<file path="src/rtl/xswitch_rr_sched.sv">
// rtl/xswitch_rr_sched.sv - per-output round-robin arbiters for the 4x4 xswitch crossbar
// Each output runs IDLE -> LOAD -> FULL and owns its rr pointer, mux select and stall timer.
module xswitch_rr_sched #(
  parameter int NPORTS   = 4,
  parameter int PW       = (NPORTS > 1) ? $clog2(NPORTS) : 1,
  parameter int STALL_TO = 255
) (
  input  logic                 clk,
  input  logic                 reset,
  input  logic [NPORTS-1:0]    valid_in,
  input  logic [NPORTS*PW-1:0] dest_in,
  output logic [NPORTS-1:0]    rcv_rdy,
  output logic [NPORTS*PW-1:0] sel_out,
  output logic [NPORTS-1:0]    load_out,
  output logic [NPORTS-1:0]    valid_out,
  input  logic [NPORTS-1:0]    data_rd,
  output logic [NPORTS-1:0]    stall_err
);

  localparam int CW = (STALL_TO > 0) ? $clog2(STALL_TO + 1) : 1;

  typedef enum logic [1:0] {S_IDLE, S_LOAD, S_FULL} state_e;

  state_e            state_q [NPORTS];
  state_e            state_d [NPORTS];
  logic [PW-1:0]     ptr_q   [NPORTS];
  logic [PW-1:0]     ptr_d   [NPORTS];
  logic [PW-1:0]     sel_q   [NPORTS];
  logic [PW-1:0]     sel_d   [NPORTS];
  logic [CW-1:0]     cnt_q   [NPORTS];
  logic [CW-1:0]     cnt_d   [NPORTS];
  logic [PW-1:0]     dest_a  [NPORTS];
  logic [NPORTS-1:0] rcv_q, rcv_d;
  logic [NPORTS-1:0] load_q, load_d;
  logic [NPORTS-1:0] full_q, full_d;
  logic [NPORTS-1:0] err_q, err_d;

  always_comb begin
    for (int i = 0; i < NPORTS; i++) begin
      dest_a[i] = dest_in[i*PW +: PW];
    end
  end

  always_comb begin
    logic          found;
    logic [PW-1:0] win;
    logic [PW-1:0] idx;
    rcv_d  = '0;
    load_d = '0;
    full_d = '0;
    err_d  = err_q;
    for (int o = 0; o < NPORTS; o++) begin
      state_d[o] = state_q[o];
      ptr_d[o]   = ptr_q[o];
      sel_d[o]   = sel_q[o];
      cnt_d[o]   = cnt_q[o];
      found      = 1'b0;
      win        = '0;
      // Search starts at the pointer and wraps, so the last winner becomes lowest priority.
      for (int k = 0; k < NPORTS; k++) begin
        idx = PW'((int'(ptr_q[o]) + k) % NPORTS);
        if (!found && valid_in[idx] && dest_a[idx] == PW'(o)) begin
          found = 1'b1;
          win   = idx;
        end
      end
      unique case (state_q[o])
        S_IDLE: begin
          if (found) begin
            state_d[o] = S_LOAD;
            sel_d[o]   = win;
            ptr_d[o]   = (win == PW'(NPORTS - 1)) ? '0 : win + 1'b1;
            load_d[o]  = 1'b1;
            rcv_d[win] = 1'b1;
          end
        end
        S_LOAD: begin
          state_d[o] = S_FULL;
          cnt_d[o]   = '0;
          full_d[o]  = 1'b1;
        end
        S_FULL: begin
          if (data_rd[o]) begin
            state_d[o] = S_IDLE;
          end else begin
            full_d[o] = 1'b1;
            // cnt_q counts completed FULL cycles; the flag rises as it reaches the limit.
            if (STALL_TO > 0) begin
              if (cnt_q[o] != CW'(STALL_TO)) cnt_d[o] = cnt_q[o] + 1'b1;
              if (cnt_q[o] >= CW'(STALL_TO - 1)) err_d[o] = 1'b1;
            end
          end
        end
        default: state_d[o] = S_IDLE;
      endcase
    end
  end

  always_ff @(posedge clk or negedge reset) begin
    if (!reset) begin
      for (int o = 0; o < NPORTS; o++) begin
        state_q[o] <= S_IDLE;
        ptr_q[o]   <= '0;
        sel_q[o]   <= '0;
        cnt_q[o]   <= '0;
      end
      rcv_q  <= '0;
      load_q <= '0;
      full_q <= '0;
      err_q  <= '0;
    end else begin
      for (int o = 0; o < NPORTS; o++) begin
        state_q[o] <= state_d[o];
        ptr_q[o]   <= ptr_d[o];
        sel_q[o]   <= sel_d[o];
        cnt_q[o]   <= cnt_d[o];
      end
      rcv_q  <= rcv_d;
      load_q <= load_d;
      full_q <= full_d;
      err_q  <= err_d;
    end
  end

  always_comb begin
    sel_out = '0;
    for (int o = 0; o < NPORTS; o++) begin
      sel_out[o*PW +: PW] = sel_q[o];
    end
  end

  assign rcv_rdy   = rcv_q;
  assign load_out  = load_q;
  assign valid_out = full_q;
  assign stall_err = err_q;

endmodule
</file>
<file path="config.mk">
export PLATFORM = sky130hd
export DESIGN_NAME = xswitch_rr_sched
export DESIGN_NICKNAME = d
export VERILOG_FILES = /design/src/rtl/xswitch_rr_sched.sv
export SDC_FILE = /design/constraint.sdc
export NUM_CORES = 1
export LEC_CHECK = 0
export CAP_MARGIN = 20
export CORE_AREA = 2 2 124 126
export DETAILED_ROUTE_END_ITERATION = 10
export DIE_AREA = 0 0 126 128
export GPL_ROUTABILITY_DRIVEN = 0
export SETUP_SLACK_MARGIN = 0.3
export SLEW_MARGIN = 0
export SYNTH_ARGS = -nofsm -noshare
export SYNTH_HDL_FRONTEND = slang
export SYNTH_SLANG_ARGS = --single-unit
export TNS_END_PERCENT = 30
</file>
<file path="constraint.sdc">
create_clock -name clk -period 2.9 [get_ports clk]
set_input_delay 0.58 -clock clk [delete_from_list [all_inputs] [get_ports clk]]
set_output_delay 0.58 -clock clk [all_outputs]
set_load 0.1 [all_outputs]
</file>
==> key figures <==
Run status
  – Status: finished, final reports clean

Floorplanning
  – Die Area: 16,100 sq um
  – Overall die width: 126 um
  – Initial Utilization: 29.5%
  – Ports: 42
  – Core area: 14,900 sq um
  – DIE HEIGHT: 128 um
  – Rows: 45

Synthesis
  – Ranking of synthesized cells by area: dfrtp_1 (41%), ha_1 (10%), mux2i_1 (3.6%)
  – Cells after Synth: 434
  – Most common cell in the netlist: dfrtp_1
  – Syn avg cell area: 10.1 sq um
  – #FFs+latches synth: 72
  – Largest area contributor in the netlist: dfrtp_1
  – EDFF count, synth: 0
  – Yosys warns: 0
  – Async set-reset flop share out of synthesis: 100%
  – Post-synth top flop: dfrtp_1
  – Post-synth top cells: dfrtp_1 (72), ha_1 (36), inv_1 (29)
  – Post-synth top area share: 41.1%
  – Post-Syn Nets: 488
  – Sequential area share after synthesis: 41.1%
  – Cell variety after synth: 66
  – Post-Syn Area: 4390 sq um

GRT
  – GRT Total Usage: 13.0%
  – Largest net degree at the start of global routing: 73
  – Antenna violations before repair: 0
  – First-pass GRT wire length: 17.0 mm
  – Global route overflow: 0
  – Vias in the first global route: 3,471

Routing
  – DRT iter0 DRCs: 197
  – 1st-pass router iterations: 4
  – Residual DRC: 0
  – Via count: 3,468
  – Routed WL: 9.94 mm
  – ANT nets after route: 0
  – Drt via density: 5.00
  – Routed WL per cell: 14.3 um

STA
  – Fin crit period: 2500 ps
  – TNS Setup: 0 ps
  – Setup WS post-layout: 397 ps
  – Least-Margin Pin Slew: 635 ps
  – Final Skew: 8.17 ps
  – RSZ-0062 raised after global routing: no
  – Final Cycle Share: 86.3%
  – Achievable Freq: 400 MHz
  – Final Hold Fails: 0
  – Finish-stage setup viols: 0
  – Max Slew Vio Count: 0
  – Worst relative slew slack: 56.6%

Setup path
  – Worst R2R Path Depth: 6
  – CP Capture Point: ptr_q[7]$_DFFE_PN0P_
  – Setup crit end kind: register
  – FF-to-FF End: ptr_q[7]$_DFFE_PN0P_
  – Setup CP Type: in2reg
  – Critical path launch point type: input port
  – Arrival @ worst endpoint: 2730 ps
  – Critical-path maximum fanout: 7
  – Critical path launch point: valid_in[2]
  – R2r startpoint: ptr_q[7]$_DFFE_PN0P_
  – Reg-to-reg slack, setup: 780 ps
  – CP Data Required Time: 3130 ps

Hold path
  – Worst Hold Class: in2async

Clocking
  – H-tree depth: 3
  – Number of buffers created by CTS: 9
  – Max Buffers Root-to-Sink: 2
  – Setup bufs post-CTS: 0
  – CTS tree: done
  – Clock-pin slew on the worst setup and hold paths: 60 ps
  – Clock sink total: 72
  – Clock latency at the later pin of the worst-skew pair: 340 ps
  – CTS root buf: clkbuf_16

Power and ir drop
  – Total power draw: 0.00466 W
  – PwrDens: 863 nW/um^2
  – Leakage Power: 2.50 nW
  – VDD IR max: 0.601 mV

Finish
  – Layout Nets: 554
  – Layout cells sized above 1: 18.2%
  – Ant. Diodes: 0
  – Area Overhead vs Synth: 23.2%

Placement
  – I/O Buffers: 41
  – HPWL Detailed: 7.52 mm
  – Place WS: 62.4 ps

Run
  – Max cap viols: 0
==> worst max-delay path, stage by stage <==
cell             delay (ps)
clkdlybuf4s50_1         600
or4b_2                  620
a21o_1                  200
o221ai_1                 90
inv_1                   100
ha_1                    290
mux2_2                  260
==> layout by cell type, fill, tap and decap left out, types with 5 or more instances in the layout <==
| cell | instances |
|---|---|
| o21ai_0 | 18 |
| nor2_1 | 24 |
| buf_4 | 50 |
| ha_1 | 36 |
| and3_1 | 7 |
| nor4_1 | 6 |
| dfrtp_1 | 72 |
| and3b_1 | 5 |
| nand3_1 | 16 |
| nor2b_1 | 10 |
| nand3b_1 | 10 |
| a21oi_1 | 20 |
| clkdlybuf4s50_1 | 15 |
| clkbuf_16 | 9 |
| xnor2_1 | 8 |
| nand2b_1 | 8 |
| inv_1 | 29 |
| nand2_1 | 28 |
| mux2_2 | 10 |
| nand4_1 | 6 |
| a21o_1 | 5 |
| o21a_1 | 8 |
| mux2i_1 | 16 |
==> worst min path at each step <==
stage / slack [ps] / startpoint / to / cells after the start
after floorplan: 280 / reset / cnt_q[0]$_DFFE_PN0P_ / 0
after global placement: 440 / stall_err[1]$_DFFE_PN0P_ / stall_err[1]$_DFFE_PN0P_ / 1
after detailed placement: 450 / stall_err[1]$_DFFE_PN0P_ / stall_err[1]$_DFFE_PN0P_ / 1
after CTS: 270 / reset / stall_err[2]$_DFFE_PN0P_ / 2
after global routing: 270 / reset / stall_err[2]$_DFFE_PN0P_ / 2
final: 240 / reset / valid_out[2]$_DFF_PN0_ / 2
==> stage by stage <==
stage	instance area, sq um	hold WS [ps]	utilization [%]	cells
2_1_floorplan	4390	284	-	434
5_1_grt	5410	272	36.4	693
3_3_place_gp	5110	440	34.4	677
4_1_cts	5400	269	36.3	693
3_5_place_dp	5110	446	34.4	677
6_report	5410	236	36.4	693
==> cells by family (layout without fill, tap and decap cells) <==
group | Yosys count | in the layout | synth area share [%]
DFF | 72 | 72 | 41.1
and+or+nand+nor | 150 | 150 | 20.1
xor gates and xnor gates | 11 | 11 | 2.20
muxes | 26 | 26 | 6.22
adders and majority gates | 36 | 36 | 10.3
AOI/OAI and AO/OA | 96 | 96 | 16.0
buffers and inverters | 43 | 114 | 4.11
==> registers in the layout, indices dropped and copies added (netlist names) <==
register and count:
cnt_q 32, ptr_q 8, sel_out 8, state_q 8
load_out 4, rcv_rdy 4, stall_err 4, valid_out 4
==> area by class of cell <==
class / instances / area (sq um)
Inverter: 31 / 116
Clock inverter: 6 / 45.0
Fill cell: 1500 / 9460
Sequential cell: 72 / 1800
Clock buffer: 10 / 239
Tap cell: 188 / 235
Multi-Input combinational cell: 319 / 2410
Timing Repair Buffer: 67 / 558
==> metal layers <==
metal / vias up / track usage (%) / share of wire (%)
li1: 1709 / - / -
met1: 1701 / 16.9 / 46
met2: 45 / 21.4 / 50
met3: 13 / 2.05 / 2.5
met4: 0 / 6.21 / 2.3
met5: - / 0 / 0
==> report_power, final <==
group / leakage (nW) / total (W) / internal [W] / switching (W)
combinational: 1.41 / 0.00211 / 0.000658 / 0.00146
sequential: 0.955 / 0.00151 / 0.00127 / 0.000237
clock: 0.131 / 0.00104 / 0.000603 / 0.000441
==> timing repair <==
item	4_1_cts	5_1_grt
endpoints found under the setup margin	0	4
resized for setup	0	2
hold buffers	0	0
Power figures use the tool's default switching activity.
